==> config.mk <==
export PLATFORM = sky130hd
export DESIGN_NAME = crc_stream_engine_flat
export DESIGN_NICKNAME = d
export VERILOG_FILES = /design/src/rtl/crc_stream_engine_if.sv /design/src/rtl/crc_stream_engine.sv /design/src/flat_wrapper.sv
export SDC_FILE = /design/constraint.sdc
export NUM_CORES = 1
export LEC_CHECK = 0
export ABC_CLOCK_PERIOD_IN_PS = 5870
export BUFFER_PORTS_ARGS = -buffer_cell sky130_fd_sc_hd__buf_2
export CAP_MARGIN = 20
export CELL_PAD_IN_SITES_DETAIL_PLACEMENT = 1
export CELL_PAD_IN_SITES_GLOBAL_PLACEMENT = 2
export CORE_MARGIN = 2
export CORE_UTILIZATION = 37
export CTS_BUF_LIST = sky130_fd_sc_hd__clkbuf_8
export CTS_CLUSTER_SIZE = 14
export DETAILED_ROUTE_END_ITERATION = 10
export PLACE_DENSITY_LB_ADDON = 0.12
export SLEW_MARGIN = 20
export SYNTH_ARGS = -nofsm -noshare
export SYNTH_HDL_FRONTEND = slang
export SYNTH_SLANG_ARGS = --single-unit
==> constraint.sdc <==
create_clock -name clk -period 5.87 [get_ports clk]
set_input_delay 0.2935 -clock clk [delete_from_list [all_inputs] [get_ports clk]]
set_output_delay 0.2935 -clock clk [all_outputs]
set_load 0.005 [all_outputs]
==> src/rtl/crc_stream_engine_if.sv <==
// Stream/config bundle for crc_stream_engine.
// master: the side that configures the engine and feeds bytes.
// slave: the engine itself.
interface crc_stream_engine_if #(
  parameter int unsigned MAX_WIDTH = 64
);
  localparam int unsigned WB = $clog2(MAX_WIDTH);

  logic                 cfg_load;
  logic [WB-1:0]        cfg_width;
  logic [MAX_WIDTH-1:0] cfg_poly;
  logic [MAX_WIDTH-1:0] cfg_init;
  logic [MAX_WIDTH-1:0] cfg_xorout;
  logic                 cfg_refin;
  logic                 cfg_refout;
  logic                 start;
  logic                 in_valid;
  logic [7:0]           in_data;
  logic                 in_last;
  logic                 in_ready;
  logic                 crc_valid;
  logic [MAX_WIDTH-1:0] crc;

  modport master (
    output cfg_load, cfg_width, cfg_poly, cfg_init, cfg_xorout, cfg_refin, cfg_refout,
    output start, in_valid, in_data, in_last,
    input  in_ready, crc_valid, crc
  );

  modport slave (
    input  cfg_load, cfg_width, cfg_poly, cfg_init, cfg_xorout, cfg_refin, cfg_refout,
    input  start, in_valid, in_data, in_last,
    output in_ready, crc_valid, crc
  );
endinterface

==> src/rtl/crc_stream_engine.sv <==
// Configurable-width CRC engine fed by a byte stream.
// Default build shifts one bit per clock (8 clocks per byte).
// Define CRC_BYTE_PARALLEL_EN to fold a whole byte per handshake instead; results are identical.
module crc_stream_engine #(
  parameter int unsigned MAX_WIDTH = 64
) (
  input logic                clk,
  input logic                rst,
  crc_stream_engine_if.slave bus
);
  localparam int unsigned WB = $clog2(MAX_WIDTH);

  typedef logic [MAX_WIDTH-1:0] crc_t;
  typedef logic [WB-1:0]        width_t;
  typedef enum logic [1:0] {StIdle, StRun, StShift, StDone} state_e;

  // Power-on configuration is CRC-32 (reflected, init/xorout all ones).
  localparam width_t DefWidth = width_t'(31);
  localparam crc_t   DefPoly  = crc_t'(32'h04C1_1DB7);
  localparam crc_t   DefOnes  = crc_t'(32'hFFFF_FFFF);

  state_e state_q;
  logic   in_ready_q;
  logic   crc_valid_q;
  crc_t   crc_q;
  width_t width_q;
  crc_t   poly_q;
  crc_t   init_q;
  crc_t   xorout_q;
  logic   refin_q;
  logic   refout_q;

`ifndef CRC_BYTE_PARALLEL_EN
  logic [2:0] cnt_q;
  logic [7:0] byte_q;
  logic       last_q;
`endif

  crc_t mask;
  crc_t crc_rev;

  // Ones in bit positions 0..w (w is width minus one).
  function automatic crc_t width_mask(input width_t w);
    crc_t m;
    for (int unsigned i = 0; i < MAX_WIDTH; i++) begin
      m[i] = (i <= 32'(w));
    end
    return m;
  endfunction

  // One LFSR step, MSB-first division by x^(w+1) + p.
  function automatic crc_t bit_step(input crc_t r, input logic d, input width_t w,
                                    input crc_t p);
    logic fb;
    fb = r[w] ^ d;
    return ((r << 1) ^ (fb ? p : '0)) & width_mask(w);
  endfunction

`ifdef CRC_BYTE_PARALLEL_EN
  // Eight chained bit steps, ordered by input reflection.
  function automatic crc_t byte_step(input crc_t r, input logic [7:0] data, input logic refin,
                                     input width_t w, input crc_t p);
    crc_t acc;
    acc = r;
    for (int i = 0; i < 8; i++) begin
      acc = bit_step(acc, refin ? data[3'(i)] : data[3'(7 - i)], w, p);
    end
    return acc;
  endfunction

  crc_t crc_byte;
  assign crc_byte = byte_step(crc_q, bus.in_data, refin_q, width_q, poly_q);
`endif

  assign mask = width_mask(width_q);

  // Bit-reverse the live register within the configured width.
  always_comb begin
    width_t idx;
    crc_rev = '0;
    for (int unsigned i = 0; i < MAX_WIDTH; i++) begin
      idx = width_q - width_t'(i);
      if (i <= 32'(width_q)) crc_rev[i] = crc_q[idx];
    end
  end

  assign bus.crc       = ((refout_q ? crc_rev : crc_q) ^ xorout_q) & mask;
  assign bus.in_ready  = in_ready_q;
  assign bus.crc_valid = crc_valid_q;

  // Control FSM, configuration store and CRC register; priority rst > cfg_load > start > data.
  always_ff @(posedge clk) begin
    if (rst) begin
      state_q     <= StIdle;
      in_ready_q  <= 1'b0;
      crc_valid_q <= 1'b0;
      crc_q       <= DefOnes;
      width_q     <= DefWidth;
      poly_q      <= DefPoly;
      init_q      <= DefOnes;
      xorout_q    <= DefOnes;
      refin_q     <= 1'b1;
      refout_q    <= 1'b1;
`ifndef CRC_BYTE_PARALLEL_EN
      cnt_q       <= '0;
      byte_q      <= '0;
      last_q      <= 1'b0;
`endif
    end else if (bus.cfg_load) begin
      state_q     <= StIdle;
      in_ready_q  <= 1'b0;
      crc_valid_q <= 1'b0;
      crc_q       <= bus.cfg_init & width_mask(bus.cfg_width);
      width_q     <= bus.cfg_width;
      poly_q      <= bus.cfg_poly;
      init_q      <= bus.cfg_init;
      xorout_q    <= bus.cfg_xorout;
      refin_q     <= bus.cfg_refin;
      refout_q    <= bus.cfg_refout;
`ifndef CRC_BYTE_PARALLEL_EN
      cnt_q       <= '0;
`endif
    end else if (bus.start) begin
      state_q     <= StRun;
      in_ready_q  <= 1'b1;
      crc_valid_q <= 1'b0;
      crc_q       <= init_q & mask;
`ifndef CRC_BYTE_PARALLEL_EN
      cnt_q       <= '0;
`endif
    end else begin
      unique case (state_q)
        StRun: begin
          if (bus.in_valid && in_ready_q) begin
`ifdef CRC_BYTE_PARALLEL_EN
            crc_q <= crc_byte;
            if (bus.in_last) begin
              state_q     <= StDone;
              in_ready_q  <= 1'b0;
              crc_valid_q <= 1'b1;
            end
`else
            byte_q     <= bus.in_data;
            last_q     <= bus.in_last;
            cnt_q      <= '0;
            state_q    <= StShift;
            in_ready_q <= 1'b0;
`endif
          end
        end
`ifndef CRC_BYTE_PARALLEL_EN
        StShift: begin
          crc_q <= bit_step(crc_q, byte_q[refin_q ? cnt_q : 3'd7 - cnt_q], width_q, poly_q);
          cnt_q <= cnt_q + 3'd1;
          if (cnt_q == 3'd7) begin
            if (last_q) begin
              state_q     <= StDone;
              crc_valid_q <= 1'b1;
            end else begin
              state_q    <= StRun;
              in_ready_q <= 1'b1;
            end
          end
        end
`endif
        default: ;
      endcase
    end
  end
endmodule

==> src/flat_wrapper.sv <==
// flat-port wrapper written by rule: the top's interface ports become plain ports
module crc_stream_engine_flat 
#(
  parameter int unsigned MAX_WIDTH = 64
)
  (clk, rst, bus_cfg_load, bus_cfg_width, bus_cfg_poly, bus_cfg_init, bus_cfg_xorout, bus_cfg_refin, bus_cfg_refout, bus_start, bus_in_valid, bus_in_data, bus_in_last, bus_in_ready, bus_crc_valid, bus_crc);
  crc_stream_engine_if #(.MAX_WIDTH(MAX_WIDTH)) bus_i ();
  input logic clk;
  input logic rst;
  input wire logic [$bits(bus_i.cfg_load)-1:0] bus_cfg_load;
  input wire logic [$bits(bus_i.cfg_width)-1:0] bus_cfg_width;
  input wire logic [$bits(bus_i.cfg_poly)-1:0] bus_cfg_poly;
  input wire logic [$bits(bus_i.cfg_init)-1:0] bus_cfg_init;
  input wire logic [$bits(bus_i.cfg_xorout)-1:0] bus_cfg_xorout;
  input wire logic [$bits(bus_i.cfg_refin)-1:0] bus_cfg_refin;
  input wire logic [$bits(bus_i.cfg_refout)-1:0] bus_cfg_refout;
  input wire logic [$bits(bus_i.start)-1:0] bus_start;
  input wire logic [$bits(bus_i.in_valid)-1:0] bus_in_valid;
  input wire logic [$bits(bus_i.in_data)-1:0] bus_in_data;
  input wire logic [$bits(bus_i.in_last)-1:0] bus_in_last;
  output wire logic [$bits(bus_i.in_ready)-1:0] bus_in_ready;
  output wire logic [$bits(bus_i.crc_valid)-1:0] bus_crc_valid;
  output wire logic [$bits(bus_i.crc)-1:0] bus_crc;
  assign bus_i.cfg_load = bus_cfg_load;
  assign bus_i.cfg_width = bus_cfg_width;
  assign bus_i.cfg_poly = bus_cfg_poly;
  assign bus_i.cfg_init = bus_cfg_init;
  assign bus_i.cfg_xorout = bus_cfg_xorout;
  assign bus_i.cfg_refin = bus_cfg_refin;
  assign bus_i.cfg_refout = bus_cfg_refout;
  assign bus_i.start = bus_start;
  assign bus_i.in_valid = bus_in_valid;
  assign bus_i.in_data = bus_in_data;
  assign bus_i.in_last = bus_in_last;
  assign bus_in_ready = bus_i.in_ready;
  assign bus_crc_valid = bus_i.crc_valid;
  assign bus_crc = bus_i.crc;
  crc_stream_engine #(.MAX_WIDTH(MAX_WIDTH)) u_core (.clk(clk), .rst(rst), .bus(bus_i));
endmodule
-- After elaboration in Yosys (flattened, before gate mapping)
Index checks and enable logic that the tools add are counted.
- $add $sub $neg: 65
- $lt $le $gt $ge: 191
- eq/ne operators: 8
- multiplexer cells: 211
- bitwise operators: 9
- reductions and logical operators: 12
- operator list (kind ; number):
    6-bit by 7-bit < comparator with 1-bit output (second input constant) ; 64
    1-bit binary-select mux with 6-bit select ; 64
    6-bit <= comparator (first input constant) ; 64
    64-bit two-way mux ; 5
    64-bit bitwise AND ; 4
    5-bit by 6-bit <= comparator with 1-bit output (first input constant) ; 32
    6-bit subtractor (second input constant) ; 32
    1-bit two-way mux ; 133
    64-bit XOR ; 2
    4-bit by 6-bit <= comparator with 1-bit output (first input constant) ; 16
    6-bit by 5-bit subtractor with 6-bit output (second input constant) ; 16
    3-bit by 6-bit <= comparator with 1-bit output (first input constant) ; 8
    6-bit by 4-bit subtractor with 6-bit output (second input constant) ; 8
    2-bit by 6-bit <= comparator with 1-bit output (first input constant) ; 4
    6-bit by 3-bit subtractor with 6-bit output (second input constant) ; 4
    1-bit by 6-bit <= comparator with 1-bit output (first input constant) ; 2
    6-bit by 2-bit subtractor with 6-bit output (second input constant) ; 2
    3-bit AND reduction ; 3
    4-bit AND reduction ; 2
    2-bit two-way mux ; 3
    3-bit two-way mux ; 2
    3-bit by 2-bit != test with 1-bit output (second input constant) ; 2
    3-bit case mux with 2 select lines ; 1
    3-bit nonzero test ; 2
    other kinds (19) ; 21
- register bits: 280
- output and inout bits: 66
- word-level logic and storage cells: 510

-- Logic depth before layout (Yosys ltp)
Gate-level depths: netlist of the first run.
- depth in word-level cells: 11
- depth in mapped cells: 18
- mapped depth without buffers: 9

-- Worst setup path after synthesis of the first run
No wires, ideal clock.
- path type: reg2out
- start: register u_core.width_q[0]
- end: output bus_crc[51]
- arrival: 4.280 ns
- data required time: 5.577 ns
- path slack: 1.297 ns
- stages on the path, launching flop included: 18
- path buffers: 8
- path through: dfxtp_1 > buf_4 > buf_6 > buf_6 > buf_2 > buf_2 > buf_2 > inv_1 > ha_1 > clkbuf_1 > buf_1 > mux4_2 > mux2i_1 > mux4_2 > mux2i_1 > mux2i_1 > xnor2_1 > and3_1
- cells in the longest elaborated chain, start to end: 7
- ends and longest elaborated chain (element ; line ; source):
    start, declared ; crc_stream_engine.sv:26 ; width_t width_q;
    start signal, assigned ; crc_stream_engine.sv:98 ; width_q <= DefWidth;
    start signal, assigned ; crc_stream_engine.sv:114 ; width_q <= bus.cfg_width;
    6-bit subtractor ; crc_stream_engine.sv:82 ; idx = width_q - width_t'(i);
    1-bit binary-select mux with 6-bit select ; crc_stream_engine.sv:83 ; if (i <= 32'(width_q)) crc_rev[i] = crc_q[idx];
    1-bit two-way mux (not written as such) ; crc_stream_engine.sv:83 ;
    1-bit two-way mux ; crc_stream_engine.sv:83 ;
    64-bit two-way mux ; crc_stream_engine.sv:87 ; assign bus.crc = ((refout_q ? crc_rev : crc_q) ^ xorout_q) & mask;
    64-bit XOR ; crc_stream_engine.sv:87 ;
    64-bit bitwise AND (*) ; crc_stream_engine.sv:87 ;
    end, declared ; flat_wrapper.sv:23 ; output wire logic [$bits(bus_i.crc)-1:0] bus_crc;
Every way passes the cells marked *; elsewhere a longest branch is shown, timed or not. The select of a mux whose other input is x is not followed.

-- Final worst setup path of the first run
- start: register u_core.width_q[2]
- end: output bus_crc[3]
- cells in the longest elaborated chain, start to end: 7
- ends and longest elaborated chain (element ; line):
    6-bit by 2-bit subtractor with 6-bit output ; crc_stream_engine.sv:82
    1-bit binary-select mux with 6-bit select ; crc_stream_engine.sv:83
    1-bit two-way mux (not written as such) ; crc_stream_engine.sv:83
    1-bit two-way mux ; crc_stream_engine.sv:83
    64-bit two-way mux ; crc_stream_engine.sv:87
    64-bit XOR ; crc_stream_engine.sv:87
    64-bit bitwise AND (*) ; crc_stream_engine.sv:87
Marks and branches as above.

==> results of run 1 <==
[cell usage after synthesis, types with 18 or more instances]
cell type                  number
sky130_fd_sc_hd__a31oi_1       27
sky130_fd_sc_hd__nor3_1        24
sky130_fd_sc_hd__dfxtp_1      280
sky130_fd_sc_hd__xor2_1        93
sky130_fd_sc_hd__mux4_2       121
sky130_fd_sc_hd__a21oi_1      121
sky130_fd_sc_hd__o31ai_1       18
sky130_fd_sc_hd__and2_1        21
sky130_fd_sc_hd__nand3_1      104
sky130_fd_sc_hd__buf_1         36
sky130_fd_sc_hd__o21ai_0       46
sky130_fd_sc_hd__o211ai_1      33
sky130_fd_sc_hd__nand2_1      227
sky130_fd_sc_hd__nand2b_1      33
sky130_fd_sc_hd__nor2_1       215
sky130_fd_sc_hd__xnor2_1       93
sky130_fd_sc_hd__or2_2         19
sky130_fd_sc_hd__clkbuf_1     139
sky130_fd_sc_hd__ha_1          26
sky130_fd_sc_hd__mux2_2        24
sky130_fd_sc_hd__inv_1         18
sky130_fd_sc_hd__mux2i_1      313
sky130_fd_sc_hd__nor2b_1       21
sky130_fd_sc_hd__o221ai_1      31
[flip-flops by register name (all words and copies together) (netlist names), 2 cells and up]
| name | cells |
|---|---|
| u_core.cnt_q | 3 |
| u_core.width_q | 6 |
| u_core.xorout_q | 64 |
| u_core.byte_q | 8 |
| u_core.init_q | 64 |
| u_core.poly_q | 64 |
| u_core.state_q | 2 |
| u_core.crc_q | 64 |
[worst max-delay path by stage]
| stage | start | to | slack [ns] | depth (start not counted) |
|---|---|---|---|---|
| 6_report | u_core.width_q[2]$_SDFFE_PP1P_ | bus_crc[3] | 0.70 | 10 |
| 5_1_grt | u_core.width_q[0]$_SDFFE_PP1P_ | bus_crc[27] | 0.53 | 11 |
| 4_1_cts | u_core.width_q[2]$_SDFFE_PP1P_ | bus_crc[3] | 0.73 | 10 |
| 3_5_place_dp | u_core.width_q[2]$_SDFFE_PP1P_ | bus_crc[3] | 1.49 | 10 |
| 3_3_place_gp | u_core.width_q[0]$_SDFFE_PP1P_ | bus_crc[11] | 1.30 | 9 |
| 2_1_floorplan | u_core.width_q[0]$_SDFFE_PP1P_ | bus_crc[51] | 1.30 | 17 |
[cells by family after synthesis]
logic type | after synthesis | synth area share
buf+inv | 226 | 0.04415
compound gates | 414 | 0.1377
fa+ha+maj | 26 | 0.01575
simple gates | 711 | 0.1556
flops | 280 | 0.2713
mux | 458 | 0.2966
xor+xnor | 186 | 0.07885
[area by class of cell]
class | instances | area [µm²] | area share
sequential | 280 | 5612 | 0.2171
inverter | 24 | 91.34 | 0.003533
tap | 748 | 935.9 | 0.03620
clock inverter | 27 | 176.4 | 0.006824
clock buffer | 70 | 963.4 | 0.03727
multi-input combinational | 1795 | 14180 | 0.5483
antenna | 8 | 20.02 | 0.0007744
timing repair buffer | 538 | 3877 | 0.1500
[timing repair]
item / 4_1_cts / 5_1_grt
gates resized for setup: 0 / 0
endpoints found under the hold margin: 224 / 0
hold buffers: 204 / 0
[critical path: cells and delay by family, from the launching register on]
family                   cells  cell delay (ns)
multiplexers                 3             1.32
flip-flops                   1             0.86
XOR/XNOR                     2             0.68
buffers and inverters        2             0.52
adder cells (fa/ha/maj)      1             0.33
AO/OA/AOI/OAI                1             0.27
AND/OR/NAND/NOR              1             0.17
[layer usage]
metal  routed length (µm)  vias up  global-route usage
li1                     -     9246                   -
met1                43510    10999              0.4726
met2                51340     1234              0.6123
met3                10780      335              0.1007
met4                 6954        4              0.2114
met5                   23        -                   0
[per-stage QoR]
stage	setup WS [ns]	instance area, µm²	power (mW)	hold slack [ns]
6_report	0.7032	25850	6.776	0.1240
3_3_place_gp	1.295	22630	4.469	0.4360
4_1_cts	0.7316	25830	6.725	0.05893
3_5_place_dp	1.494	22650	4.500	0.4539
2_1_floorplan	1.297	20660	3.573	0.4181
5_1_grt	0.5292	25830	6.997	0.09739
[cells in the final DEF (no fill, tap or decap), types with 10 or more instances in the layout]
| cell | instances |
|---|---|
| sky130_fd_sc_hd__a21o_1 | 10 |
| sky130_fd_sc_hd__a211oi_1 | 13 |
| sky130_fd_sc_hd__a31oi_1 | 27 |
| sky130_fd_sc_hd__nand4_1 | 11 |
| sky130_fd_sc_hd__dfxtp_1 | 277 |
| sky130_fd_sc_hd__a21oi_1 | 121 |
| sky130_fd_sc_hd__o221ai_1 | 31 |
| sky130_fd_sc_hd__mux4_2 | 121 |
| sky130_fd_sc_hd__o21ai_0 | 46 |
| sky130_fd_sc_hd__xor2_1 | 93 |
| sky130_fd_sc_hd__and3_1 | 13 |
| sky130_fd_sc_hd__ha_1 | 26 |
| sky130_fd_sc_hd__mux2_2 | 24 |
| sky130_fd_sc_hd__and2_1 | 21 |
| sky130_fd_sc_hd__a311oi_1 | 11 |
| sky130_fd_sc_hd__nand2_1 | 227 |
| sky130_fd_sc_hd__nand3_1 | 104 |
| sky130_fd_sc_hd__nor2b_1 | 20 |
| sky130_fd_sc_hd__o31ai_1 | 18 |
| sky130_fd_sc_hd__o2111ai_1 | 14 |
| sky130_fd_sc_hd__buf_4 | 53 |
| sky130_fd_sc_hd__o211ai_1 | 33 |
| sky130_fd_sc_hd__dlygate4sd3_1 | 204 |
| sky130_fd_sc_hd__o311ai_0 | 14 |
| sky130_fd_sc_hd__clkbuf_8 | 70 |
| sky130_fd_sc_hd__or2_2 | 19 |
| sky130_fd_sc_hd__nor2_1 | 214 |
| sky130_fd_sc_hd__mux2i_1 | 313 |
| sky130_fd_sc_hd__inv_1 | 32 |
| sky130_fd_sc_hd__nor3_1 | 24 |
| sky130_fd_sc_hd__buf_2 | 277 |
| sky130_fd_sc_hd__nand2b_1 | 33 |
| sky130_fd_sc_hd__a2111oi_0 | 11 |
| sky130_fd_sc_hd__xnor2_1 | 92 |
[report_power, final]
| group | internal [mW] | switching, mW |
|---|---|---|
| clock | 1.12 | 1.00 |
| sequential | 2.02 | 0.271 |
| combinational | 0.990 | 1.37 |
==> flow_summary.json, run 1 <==
{
  "dr.first_iter.drc_count": 2233,
  "cell_types_occupying_the_most_area_after_synthesis": "sky130_fd_sc_hd__dfxtp_1, sky130_fd_sc_hd__mux2i_1, sky130_fd_sc_hd__mux4_2",
  "post-route-min-period_ns": 5.167,
  "final-hold-violation-count": 0,
  "clk_root_buffer_cell": "sky130_fd_sc_hd__clkbuf_8",
  "chipWidth_um": 240.3,
  "yosys_warnings": 0,
  "clk_pin_slew_ns": 0.08,
  "postRouteAntennaNets": 0,
  "syn-mean-instance-area_um2": 8.979,
  "grt_pass1_vias": 22172,
  "r2r_cells": 8,
  "vias": 21818,
  "detail_route.wirelength_mm": 112.6,
  "yosysTopAreaCell": "sky130_fd_sc_hd__dfxtp_1",
  "clkLatencyLatePin_ns": 0.71,
  "synth_top_flop_cell": "sky130_fd_sc_hd__dfxtp_1",
  "synth_cell_types": 69,
  "yosys.area.top_type_share": 0.2713,
  "cap_viol_max_count": 0,
  "cts_post_setup_buffers_inserted": 0,
  "worst_setup_path_end_kind": "primary output",
  "synth-edff-count": 0,
  "n_fill_cell": 6404,
  "critical_path.reg2reg.endpoint": "u_core.crc_q[55]$_SDFFE_PP0P_",
  "timing.hold.worst_endpoint": "u_core.width_q[0]$_SDFFE_PP1P_",
  "run_status": "finished clean",
  "crit_chain": "inv_1 -> ha_1 -> a21o_1 -> xnor2_1 -> mux4_2 -> mux2i_1 -> mux2i_1 -> xnor2_1 -> and2_1 -> buf_2",
  "grt_first_pass_wirelength_mm": 159.0,
  "number_of_setup_violations_in_the_final_report": 0,
  "crit_slowest_cell": "sky130_fd_sc_hd__dfxtp_2",
  "postSynthRegisterBits": 280,
  "syn-num-nets": 2541,
  "dr_pass1_iterations": 5,
  "grt_max_degree": 113,
  "timing.reg2reg.setup_slack_ns": 1.51,
  "worst_ep_arrival_time_ns": 4.87,
  "floorplan.rows": 86,
  "worst_hold_startpoint": "bus_cfg_width[0]",
  "die-height_um": 240.3,
  "clk_path_buf_depth": 3,
  "grt_setup_unrepaired": "false",
  "cp_slowest_stage_delay_ns": 0.86,
  "die_area_um2": 57750,
  "setup.worst_path.class": "flop to primary output",
  "async_reset_ff_frac": 0,
  "slew-limit-headroom": 0.1618,
  "timing.hold.worst_path_depth": 3,
  "report.final.slew_viol_count": 0,
  "ys_seq_area_frac": 0.2713,
  "cts_made_buffers": 53,
  "num_io_pins": 280,
  "cts_max_level": 2,
  "finalClockSkew_ns": 0.04877,
  "worst_pin_slew_ns": 1.257,
  "fmaxAchievable_ghz": 0.1935,
  "p_leak_nw": 10.79,
  "dp_hpwl_mm": 80.00,
  "cp_max_fo": 31,
  "place_inst": 3180,
  "ir_worst_vdd_mv": 0.1681,
  "core_region_area_um2": 55200,
  "synthCells": 2301,
  "stdcell_count": 3490,
  "area_growth_pct": 25.13,
  "cp-start-kind": "flop",
  "remaining_drc_errors": 0,
  "nNetsFinal": 2932,
  "timing.hold.worst.class": "input port to flop",
  "numClockSinks": 280,
  "gpl.final_weighted_congestion": 1.027,
  "drt-wirelength-per-cell_um": 32.27,
  "grt_antenna_before_repair": 10,
  "required_ns": 5.58,
  "worstReg2RegStart": "u_core.width_q[0]$_SDFFE_PP1P_",
  "timing.final.crit_share": 0.8802,
  "layout-drive-gt1-share": 0.2217,
  "tritoncts": "built",
  "grt_overflow": 0,
  "power_per_cell_area_nw_per_um2": 262.1,
  "fin_tns_setup_ns": 0,
  "syn-cell-area_um2": 20660,
  "initial_core_util": 0.3743,
  "buffer_ports.inserted": 279,
  "vias_per_cell": 6.252,
  "utilization": 0.4683,
  "grt_use_total": 0.3843
}
Note: power is estimated with default switching activity, not from simulation.
==> inputs of run 2 (changes only) <==
==> constraint.sdc (replaced) <==
create_clock -name clk -period 5.87 [get_ports clk]
set_input_delay 0.587 -clock clk [delete_from_list [all_inputs] [get_ports clk]]
set_output_delay 0.587 -clock clk [all_outputs]
set_load 0.005 [all_outputs]
==> run 2 against run 1 <==
  * Final area down 8.2%
  * Maximum frequency decreased by 7.9%
  * Highest routed layer is now met4
  * Register-to-register slack worse by 0.74 ns
==> flow_summary.json, run 2 (synthesis gave the netlist of run 1 again) <==
{
  "timing.final.crit_share": 0.9558,
  "final-hold-violation-count": 0,
  "most_used_cells_in_the_layout_excluding_fill_and_tap_cells": "sky130_fd_sc_hd__mux2i_1, sky130_fd_sc_hd__buf_2, sky130_fd_sc_hd__dfxtp_1",
  "cp_slowest_stage_delay_ns": 0.87,
  "post_cts_hold_buffer_count": 0,
  "detail_route.wirelength_mm": 109.2,
  "core_region_area_um2": 55200,
  "worstReg2RegStart": "u_core.width_q[0]$_SDFFE_PP1P_",
  "cp_max_fo": 48,
  "cts_made_buffers": 53,
  "critical_path.reg2reg.endpoint": "u_core.crc_q[38]$_SDFFE_PP0P_",
  "p_leak_nw": 9.939,
  "floorplan.rows": 86,
  "crit_chain": "inv_1 -> ha_1 -> buf_12 -> mux4_2 -> mux2i_1 -> mux4_2 -> mux2i_1 -> mux2i_1 -> xnor2_1 -> and2_1 -> buf_2",
  "final_cell_area_excluding_filler_cells_um2": 23730,
  "worst_setup_path_end_kind": "primary output",
  "grt_use_total": 0.3734,
  "timing.hold.worst_endpoint": "u_core.xorout_q[14]$_SDFFE_PP1P_",
  "vias_per_cell": 6.358,
  "initial_core_util": 0.3743,
  "worst_pin_slew_ns": 1.183,
  "clk_root_buffer_cell": "sky130_fd_sc_hd__clkbuf_8",
  "fmaxAchievable_ghz": 0.1782,
  "gpl.final_weighted_congestion": 1.017,
  "post_cts.resized_instances": 0,
  "slew-limit-headroom": 0.2029,
  "post-route-min-period_ns": 5.610,
  "timing.reg2reg.setup_slack_ns": 0.77,
  "tritoncts": "built",
  "postRouteAntennaNets": 0,
  "r2r_cells": 9,
  "grt_overflow": 0,
  "cap_viol_max_count": 0,
  "timing.hold.worst.class": "input port to flop",
  "crit_top_cell": "sky130_fd_sc_hd__mux2i_1",
  "grt_antenna_before_repair": 6,
  "num_io_pins": 280,
  "nNetsFinal": 2736,
  "cp-start-kind": "flop",
  "chipWidth_um": 240.3,
  "power_per_cell_area_nw_per_um2": 272.3,
  "grt_first_pass_wirelength_mm": 153.6,
  "grt_setup_unrepaired": "false",
  "cts_max_level": 2,
  "grt_max_degree": 148,
  "dr_pass1_iterations": 6,
  "dr.first_iter.drc_count": 2167,
  "grt_pass1_vias": 21207,
  "cts_post_setup_buffers_inserted": 0,
  "buffer_ports.inserted": 279,
  "vias": 20885,
  "fin_tns_setup_ns": 0,
  "area_growth_pct": 14.87,
  "clkLatencyLatePin_ns": 0.71,
  "remaining_drc_errors": 0,
  "finalClockSkew_ns": 0.04593,
  "final_common_cell": "sky130_fd_sc_hd__mux2i_1",
  "number_of_setup_violations_in_the_final_report": 0,
  "setup.worst_path.class": "flop to primary output",
  "crit_slowest_cell": "sky130_fd_sc_hd__dfxtp_4",
  "numClockSinks": 280,
  "die-height_um": 240.3,
  "dp_hpwl_mm": 80.88,
  "postPlaceCellArea_um2": 22730,
  "critical-path-top-delay-family": "multiplexers",
  "die_area_um2": 57750,
  "drt-wirelength-per-cell_um": 33.23,
  "report.final.slew_viol_count": 0,
  "required_ns": 5.28,
  "clk_pin_slew_ns": 0.08,
  "layout-drive-gt1-share": 0.2364,
  "worst_hold_startpoint": "bus_cfg_xorout[14]",
  "timing.hold.worst_path_depth": 3,
  "worst_ep_arrival_time_ns": 5.02,
  "n_fill_cell": 6473,
  "run_status": "finished clean",
  "ir_worst_vdd_mv": 0.1523,
  "clk_path_buf_depth": 3,
  "worstPathBufferInverterCount": 3
}
==> run 2: cell count changes in the layout (fill, tap and decap cells not counted), sizes merged <==
cell         previous run  this run
dlygate4sd3           204         0
inv                    39        51
clkbuf                 71        60
buf                   333       342
diode                   8         3
clkinv                 10         6
bufinv                  1         0
clkinvlp                1         0
==> run 2: final cells by class <==
type	count	area (µm²)	share of cell area
diodes	3	7.507	0.0003163
repair buffers	342	1923	0.08103
well taps	748	935.9	0.03943
clock inverters	33	162.7	0.006853
inverters	24	91.34	0.003848
multi-input cells	1795	14180	0.5973
clock buffers	60	825.8	0.03479
flip-flops and latches	280	5612	0.2364
==> run 2: power breakdown <==
| part | leakage, nW | switching, mW | internal, mW | total [mW] |
|---|---|---|---|---|
| registers | 2.31 | 0.265 | 2.02 | 2.29 |
| logic | 7.02 | 1.35 | 0.923 | 2.27 |
| clock network | 0.607 | 0.969 | 0.939 | 1.91 |
| total | 9.94 | 2.58 | 3.88 | 6.46 |
==> run 2: worst register-to-register path, delay by kind of cell, from the launching register on <==
family,cells,cell delay [ns]
and+or+nand+nor,2,1.23
DFF,1,0.87
muxes,2,0.98
buffers and inverters,2,1.10
xor gates and xnor gates,1,0.08
AOI/OAI and AO/OA,2,0.68
==> run 2: stage by stage <==
step	power [mW]	std cells	setup slack (ns)	utilization	hold slack (ns)
6_report	6.463	3285	0.2597	0.4300	0.09711
5_1_grt	6.700	3282	0.09206	0.4298	0.1161
4_1_cts	6.436	3282	0.3294	0.4297	0.07507
3_5_place_dp	4.524	3189	0.8232	0.4118	0.4484
3_3_place_gp	4.489	3189	1.003	0.4117	0.4465
2_1_floorplan	3.573	2301	1.003	-	0.4194
==> run 2: routing by layer <==
layer | share of wire | track usage
met4 | 0.071 | 0.2306
met2 | 0.44 | 0.5738
met5 | 0 | 0
met1 | 0.40 | 0.4765
met3 | 0.091 | 0.08243
==> run 2: how the worst max path moves through the flow <==
stage / startpoint / endpoint / slack, ns / cells past startpoint
4_1_cts: u_core.width_q[0]$_SDFFE_PP1P_ / bus_crc[31] / 0.33 / 11
5_1_grt: u_core.width_q[0]$_SDFFE_PP1P_ / bus_crc[3] / 0.09 / 12
3_5_place_dp: u_core.width_q[0]$_SDFFE_PP1P_ / u_core.crc_q[38]$_SDFFE_PP0P_ / 0.82 / 9
6_report: u_core.width_q[0]$_SDFFE_PP1P_ / bus_crc[11] / 0.26 / 11
3_3_place_gp: u_core.width_q[0]$_SDFFE_PP1P_ / u_core.crc_q[55]$_SDFFE_PP0P_ / 1.00 / 9
2_1_floorplan: u_core.width_q[0]$_SDFFE_PP1P_ / bus_crc[51] / 1.00 / 17
